===== src/rtl/rtc_time_reader.sv =====
// Periodic DS1307-style RTC poller: drives the I2C master's request side, decodes the
// returned BCD seconds/minutes/hours into binary 24-hour time and counts failed polls.
module rtc_time_reader #(
    parameter int         ClockFrequency    = 1000000,
    parameter int         PollPeriodMs      = 500,
    parameter logic [6:0] DeviceAddress     = 7'h68,
    parameter int         MaxBytesToSend    = 16,
    parameter int         MaxBytesToRead    = 16,
    parameter int         BusyTimeoutCycles = 16
) (
    input  logic                              clock,
    input  logic                              reset,
    input  logic                              enable,
    output logic                              i2cStart,
    output logic [6:0]                        i2cAddress,
    output logic [$clog2(MaxBytesToSend):0]   i2cNrOfBytesToSend,
    output logic [MaxBytesToSend*8-1:0]       i2cBytesToSend,
    output logic [$clog2(MaxBytesToRead):0]   i2cNrOfBytesToRead,
    input  logic [MaxBytesToRead*8-1:0]       i2cBytesToRead,
    input  logic                              i2cReady,
    input  logic                              i2cClockStretchTimeoutReached,
    input  logic                              i2cNoAcknowledge,
    output logic [4:0]                        hours,
    output logic [5:0]                        minutes,
    output logic [5:0]                        seconds,
    output logic                              clockHalted,
    output logic                              timeValid,
    output logic                              timeUpdated,
    output logic                              busy,
    output logic [7:0]                        errorCount
);

    localparam longint unsigned PERIOD = longint'(PollPeriodMs) * longint'(ClockFrequency) / 1000;
    localparam int              CNT_W  = (PERIOD > 1) ? $clog2(PERIOD) : 1;
    localparam logic [CNT_W-1:0] TICK_LAST = CNT_W'(PERIOD - 1);
    localparam int              BUSY_W = $clog2(BusyTimeoutCycles + 1);
    localparam logic [BUSY_W-1:0] BUSY_LAST = BUSY_W'(BusyTimeoutCycles - 1);

    typedef enum logic [2:0] {
        ST_IDLE, ST_REQUEST, ST_WAIT_BUSY, ST_WAIT_DONE, ST_CHECK, ST_UPDATE, ST_FAIL
    } state_t;

    state_t            state_q, state_d;
    logic [CNT_W-1:0]  tick_cnt_q, tick_cnt_d;
    logic [BUSY_W-1:0] busy_cnt_q, busy_cnt_d;
    logic              tick;
    logic              load_time;

    logic [4:0] hours_q;
    logic [5:0] minutes_q, seconds_q;
    logic       halted_q, valid_q;
    logic [7:0] err_q;

    logic [7:0] sec_b, min_b, hr_b;
    logic [6:0] sec_bin, min_bin;
    logic [5:0] h24, h12, hr_bin;
    logic       range_err;
    logic       unused_bytes;

    // Read request is a fixed "write pointer 0x00, read 3 bytes" transaction.
    assign i2cAddress         = DeviceAddress;
    assign i2cNrOfBytesToSend = ($clog2(MaxBytesToSend)+1)'(1);
    assign i2cBytesToSend     = '0;
    assign i2cNrOfBytesToRead = ($clog2(MaxBytesToRead)+1)'(3);

    assign sec_b = i2cBytesToRead[23:16];
    assign min_b = i2cBytesToRead[15:8];
    assign hr_b  = i2cBytesToRead[7:0];
    assign unused_bytes = ^{i2cBytesToRead[MaxBytesToRead*8-1:24], min_b[7], hr_b[7]};

    assign tick = (tick_cnt_q == TICK_LAST);
    assign tick_cnt_d = tick ? '0 : tick_cnt_q + CNT_W'(1);

    always_comb begin
        sec_bin   = 7'(sec_b[6:4]) * 7'd10 + 7'(sec_b[3:0]);
        min_bin   = 7'(min_b[6:4]) * 7'd10 + 7'(min_b[3:0]);
        h24       = 6'(hr_b[5:4]) * 6'd10 + 6'(hr_b[3:0]);
        h12       = 6'(hr_b[4]) * 6'd10 + 6'(hr_b[3:0]);
        hr_bin    = h24;
        range_err = (sec_b[3:0] > 4'd9) || (min_b[3:0] > 4'd9) || (hr_b[3:0] > 4'd9)
                 || (sec_bin > 7'd59) || (min_bin > 7'd59);
        if (hr_b[6]) begin
            // 12-hour mode: bit 5 is PM, 12 AM is midnight and 12 PM is noon.
            if (h12 == 6'd0 || h12 > 6'd12) range_err = 1'b1;
            if (h12 == 6'd12)  hr_bin = hr_b[5] ? 6'd12 : 6'd0;
            else if (hr_b[5])  hr_bin = h12 + 6'd12;
            else               hr_bin = h12;
        end
        if (hr_bin > 6'd23) range_err = 1'b1;
    end

    always_comb begin
        state_d    = state_q;
        busy_cnt_d = '0;
        case (state_q)
            ST_IDLE:      if (tick && enable) state_d = ST_REQUEST;
            ST_REQUEST:   state_d = ST_WAIT_BUSY;
            ST_WAIT_BUSY: begin
                if (!i2cReady)                     state_d = ST_WAIT_DONE;
                else if (busy_cnt_q == BUSY_LAST)  state_d = ST_FAIL;
                else                               busy_cnt_d = busy_cnt_q + BUSY_W'(1);
            end
            ST_WAIT_DONE: if (i2cReady) state_d = ST_CHECK;
            ST_CHECK: begin
                if (i2cNoAcknowledge || i2cClockStretchTimeoutReached || range_err)
                    state_d = ST_FAIL;
                else
                    state_d = ST_UPDATE;
            end
            ST_UPDATE:    state_d = ST_IDLE;
            ST_FAIL:      state_d = ST_IDLE;
            default:      state_d = ST_IDLE;
        endcase
    end

    // Time is captured on the Check->Update edge so it is visible while Update pulses.
    assign load_time = (state_q == ST_CHECK) && (state_d == ST_UPDATE);

    always_ff @(posedge clock or negedge reset) begin
        if (!reset) begin
            state_q    <= ST_IDLE;
            tick_cnt_q <= TICK_LAST;
            busy_cnt_q <= '0;
            hours_q    <= '0;
            minutes_q  <= '0;
            seconds_q  <= '0;
            halted_q   <= 1'b0;
            valid_q    <= 1'b0;
            err_q      <= '0;
        end else begin
            state_q    <= state_d;
            tick_cnt_q <= tick_cnt_d;
            busy_cnt_q <= busy_cnt_d;
            if (load_time) begin
                hours_q   <= hr_bin[4:0];
                minutes_q <= min_bin[5:0];
                seconds_q <= sec_bin[5:0];
                halted_q  <= sec_b[7];
                valid_q   <= 1'b1;
            end
            if (state_q == ST_FAIL && err_q != 8'hFF) err_q <= err_q + 8'd1;
        end
    end

    assign i2cStart    = (state_q == ST_REQUEST);
    assign timeUpdated = (state_q == ST_UPDATE);
    assign busy        = (state_q != ST_IDLE);
    assign hours       = hours_q;
    assign minutes     = minutes_q;
    assign seconds     = seconds_q;
    assign clockHalted = halted_q;
    assign timeValid   = valid_q;
    assign errorCount  = err_q;

endmodule

===== config.mk =====
export PLATFORM = sky130hd
export DESIGN_NAME = rtc_time_reader
export DESIGN_NICKNAME = d
export VERILOG_FILES = /design/src/rtl/rtc_time_reader.sv
export SDC_FILE = /design/constraint.sdc
export NUM_CORES = 1
export LEC_CHECK = 0
export ABC_AREA = 1
export CAP_MARGIN = 20
export CORE_ASPECT_RATIO = 0.5
export CORE_MARGIN = 8
export CORE_UTILIZATION = 35
export DETAILED_ROUTE_END_ITERATION = 16
export PLACE_DENSITY = 0.77
export RECOVER_POWER = 100
export SLEW_MARGIN = 20
export SYNTH_ARGS = -nofsm -noshare
export SYNTH_HDL_FRONTEND = slang
export SYNTH_SLANG_ARGS = --single-unit

===== constraint.sdc =====
create_clock -name clock -period 1.98 [get_ports clock]
set_input_delay 0.594 -clock clock [delete_from_list [all_inputs] [get_ports clock]]
set_output_delay 0.594 -clock clock [all_outputs]
set_load 0.01 [all_outputs]

==> impl_metrics.py <==
metrics = {
    "placed_design": {
        "placed_cells": 868,
        "port_buffers": 57,
        "dp_hpwl_um": 8450,
        "place_area_mm2": 0.00530,
        "gp_congestion": 0.838,
        "place_ws_ns": -1.10,
    },
    "power": {
        "seqPwrFrac_pct": 35.7,
        "p_sw_mw": 1.24,
        "power.leakage_nw": 3.07,
        "ir_drop_mv": 0.406,
        "total_power_mw": 3.60,
        "p_per_area_mw_per_mm2": 612,
        "p_comb_share_pct": 36.8,
        "switching_share_pct": 34.4,
        "internal_power_mw": 2.36,
        "clkPwrFrac_pct": 27.5,
    },
    "timing": {
        "fin_setup_tns_ns": -6.67,
        "max_freq_mhz": 427,
        "maxSlewHeadroom_pct": 12.2,
        "layout_min_cycle_time_ns": 2.34,
        "skew_ns": 0.00619,
        "setup_violations": 21,
        "setup_ws_ns": -0.362,
        "hold_slack_ns": 0.465,
        "hold_viol_final": 0,
        "max_slew.worst_pin.slew_ns": 1.32,
        "fin_crit_sh_pct": 118,
        "drv_slew": 0,
        "rsz0062_at_grt": "true",
    },
    "worst_setup_path": {
        "crit_chain": "buf_8 -> ha_4 -> ha_4 -> inv_2 -> nand2_2 -> nand2_2 -> inv_2 -> ha_4 -> inv_2 -> nand2_1 -> o21ai_1 -> nand2_1 -> nand2_2 -> nand3_2 -> nor2_2 -> nand3_2 -> nor2_8 -> buf_12 -> buf_12 -> nand3_2 -> nand2_2",
        "rrSetupSlack_ns": 0.06,
        "cp_slowest_stage_delay_ns": 0.16,
        "cp-end-kind": "flip-flop",
        "cp.required_ns": 2.21,
        "crit_family": "simple AND/OR/NAND/NOR gates",
        "crit_type": "in -> reg",
        "cp_slowest_cell": "ha_4",
        "cp-start-kind": "input port",
        "crit_buf_inv": 6,
        "critPathArrivalTime_ns": 2.57,
        "crit_path_frequent_cell": "nand2_2",
        "critPathMaxFanout": 8,
    },
    "clock_tree": {
        "numCtsBuffers": 5,
        "path_clk_slew_ns": 0.07,
        "cts_buffer_depth": 2,
        "cts_htree_levels": 2,
        "clk_latency_ns": 0.29,
        "cts_tree": "yes",
        "clk_root_buffer_cell": "clkbuf_16",
        "clock-sinks": 54,
    },
    "floorplanning": {
        "coreArea_mm2": 0.0127,
        "fp-row-count": 29,
        "die-width_um": 178,
        "fp.dieH_um": 97.1,
        "io-pin-count": 309,
        "die-area_mm2": 0.0173,
        "start_util_pct": 36.1,
    },
    "cells_and_area": {
        "antenna_cells": 0,
        "drive_gt1_share_pct": 26.2,
        "final_nets": 886,
        "instances_no_fill": 899,
        "final_cell_mix": "conb_1, nand2_1, inv_1",
        "final_util_pct": 46.2,
        "final_common_cell": "conb_1",
        "synthToLayoutAreaGrowth_pct": 27.8,
        "fin_area_mm2": 0.00588,
    },
    "global_routing": {
        "grtUsageMet1_pct": 14.2,
        "met3_usage_pct": 2.44,
        "grt-ovfl-total": 0,
        "grt_usage_pct": 12.4,
        "antenna_found_initial": 0,
        "grt_pass1_wl_um": 18500,
        "busiest_layer": "met2",
        "grt_max_degree": 55,
        "use_met2_pct": 23.3,
        "grt_pass1_vias": 3940,
    },
    "logic_synthesis": {
        "syn-cell-area_mm2": 0.00460,
        "synth_area_leaders": "buf_4, dfrtp_1, nand2_1",
        "yosysTopAreaCell": "buf_4",
        "ys_ff_latch": 54,
        "synth-async-reset-ratio_pct": 100,
        "ys_warn_count": 0,
        "synth_flop_cell": "dfrtp_1",
        "synth_cells": 609,
        "yosysTopAreaCellShare_pct": 23.7,
        "synth_edf_count": 0,
        "avgSynthCellArea_um2": 7.56,
        "synth_cell_types": 41,
        "synth_seq_area_share_pct": 29.7,
    },
    "detailed_routing": {
        "wl_per_cell_um": 12.4,
        "wl_um": 11100,
        "viasPerCell": 4.25,
        "antenna_left": 0,
        "drtIter0Drc": 249,
        "vias": 3818,
        "drc": 0,
        "dr.pass1.iters": 4,
    },
    "outcome": {
        "violations": "negative setup slack",
        "status": "finished, violations left",
    },
    "job": {
        "maxCapViolCount": 0,
    },
    "hold_path": {
        "min_path_type": "reg -> reg",
    },
}
cells in the mapped netlist (4+ instances only):
| cell | instances |
|---|---|
| nor2_1 | 50 |
| nand3_1 | 43 |
| o21ai_0 | 13 |
| ha_1 | 21 |
| buf_4 | 145 |
| inv_1 | 62 |
| dfstp_2 | 11 |
| inv_2 | 5 |
| nor3_1 | 7 |
| nor2_2 | 5 |
| nand3b_1 | 4 |
| dfrtp_1 | 43 |
| xnor2_1 | 9 |
| nand2_1 | 123 |
| nand4_1 | 14 |
| a21oi_1 | 10 |
registers in the layout (all words and copies together), names as in the netlist:
register / cells
errorCount: 8
tick_cnt_q: 19
busy_cnt_q: 5
seconds: 6
hours: 5
state_q: 3
timeValid: 1
clockHalted: 1
minutes: 6
layout make-up:
cell class / instances / area, µm²
multi-input cells: 480 / 2790
well taps: 170 / 213
clock buffers: 6 / 129
inverters: 68 / 258
fillers: 1129 / 6850
clock inverters: 2 / 37.5
flip-flops and latches: 54 / 1370
repair buffers: 119 / 1090
what timing repair did:
action	4_1_cts	5_1_grt
setup endpoints to repair	24	26
gates resized for setup	112	13
buffers inserted	18	4
pin swaps	45	7
gates cloned	1	0
hold buffers	0	0
endpoints found under the hold margin	0	0
per-layer routing:
layer,part of all wire (%),up-vias
met2,51,149
met4,0.93,0
met5,0,-
met1,40,1790
li1,-,1870
met3,8.2,9
final timing paths:
kind,from,to,depth (start not counted)
worst max-delay path,i2cBytesToRead[4],minutes[3],21
worst min-delay path,busy_cnt_q[0],busy_cnt_q[0],1
worst max register to register,tick_cnt_q[1],tick_cnt_q[18],11
worst min register to register,busy_cnt_q[0],busy_cnt_q[0],1
max in group asynchronous,reset,minutes[2],2
min in group asynchronous,reset,tick_cnt_q[14],2
logic make-up after synthesis:
family | Yosys count | share of synthesized area, %
AO/OA/AOI/OAI | 33 | 3.94
flip-flops | 54 | 29.7
AND/OR/NAND/NOR | 265 | 26.6
XOR/XNOR | 12 | 2.28
buffers and inverters | 218 | 30.1
multiplexers | 1 | 0.245
other | 2 | 0.163
adder cells (fa/ha/maj) | 24 | 7.01
power by group through the flow:
| stage | Clock, mW | Combinational (mW) | Sequential [mW] |
|---|---|---|---|
| after floorplan | 0 | 0.876 | 1.32 |
| after global placement | 0 | 1.16 | 1.30 |
| after detailed placement | 0 | 1.18 | 1.30 |
| after CTS | 1.01 | 1.33 | 1.29 |
| after global routing | 1.04 | 1.46 | 1.30 |
| final | 0.991 | 1.32 | 1.29 |
Note: power is estimated with default switching activity, not from simulation.
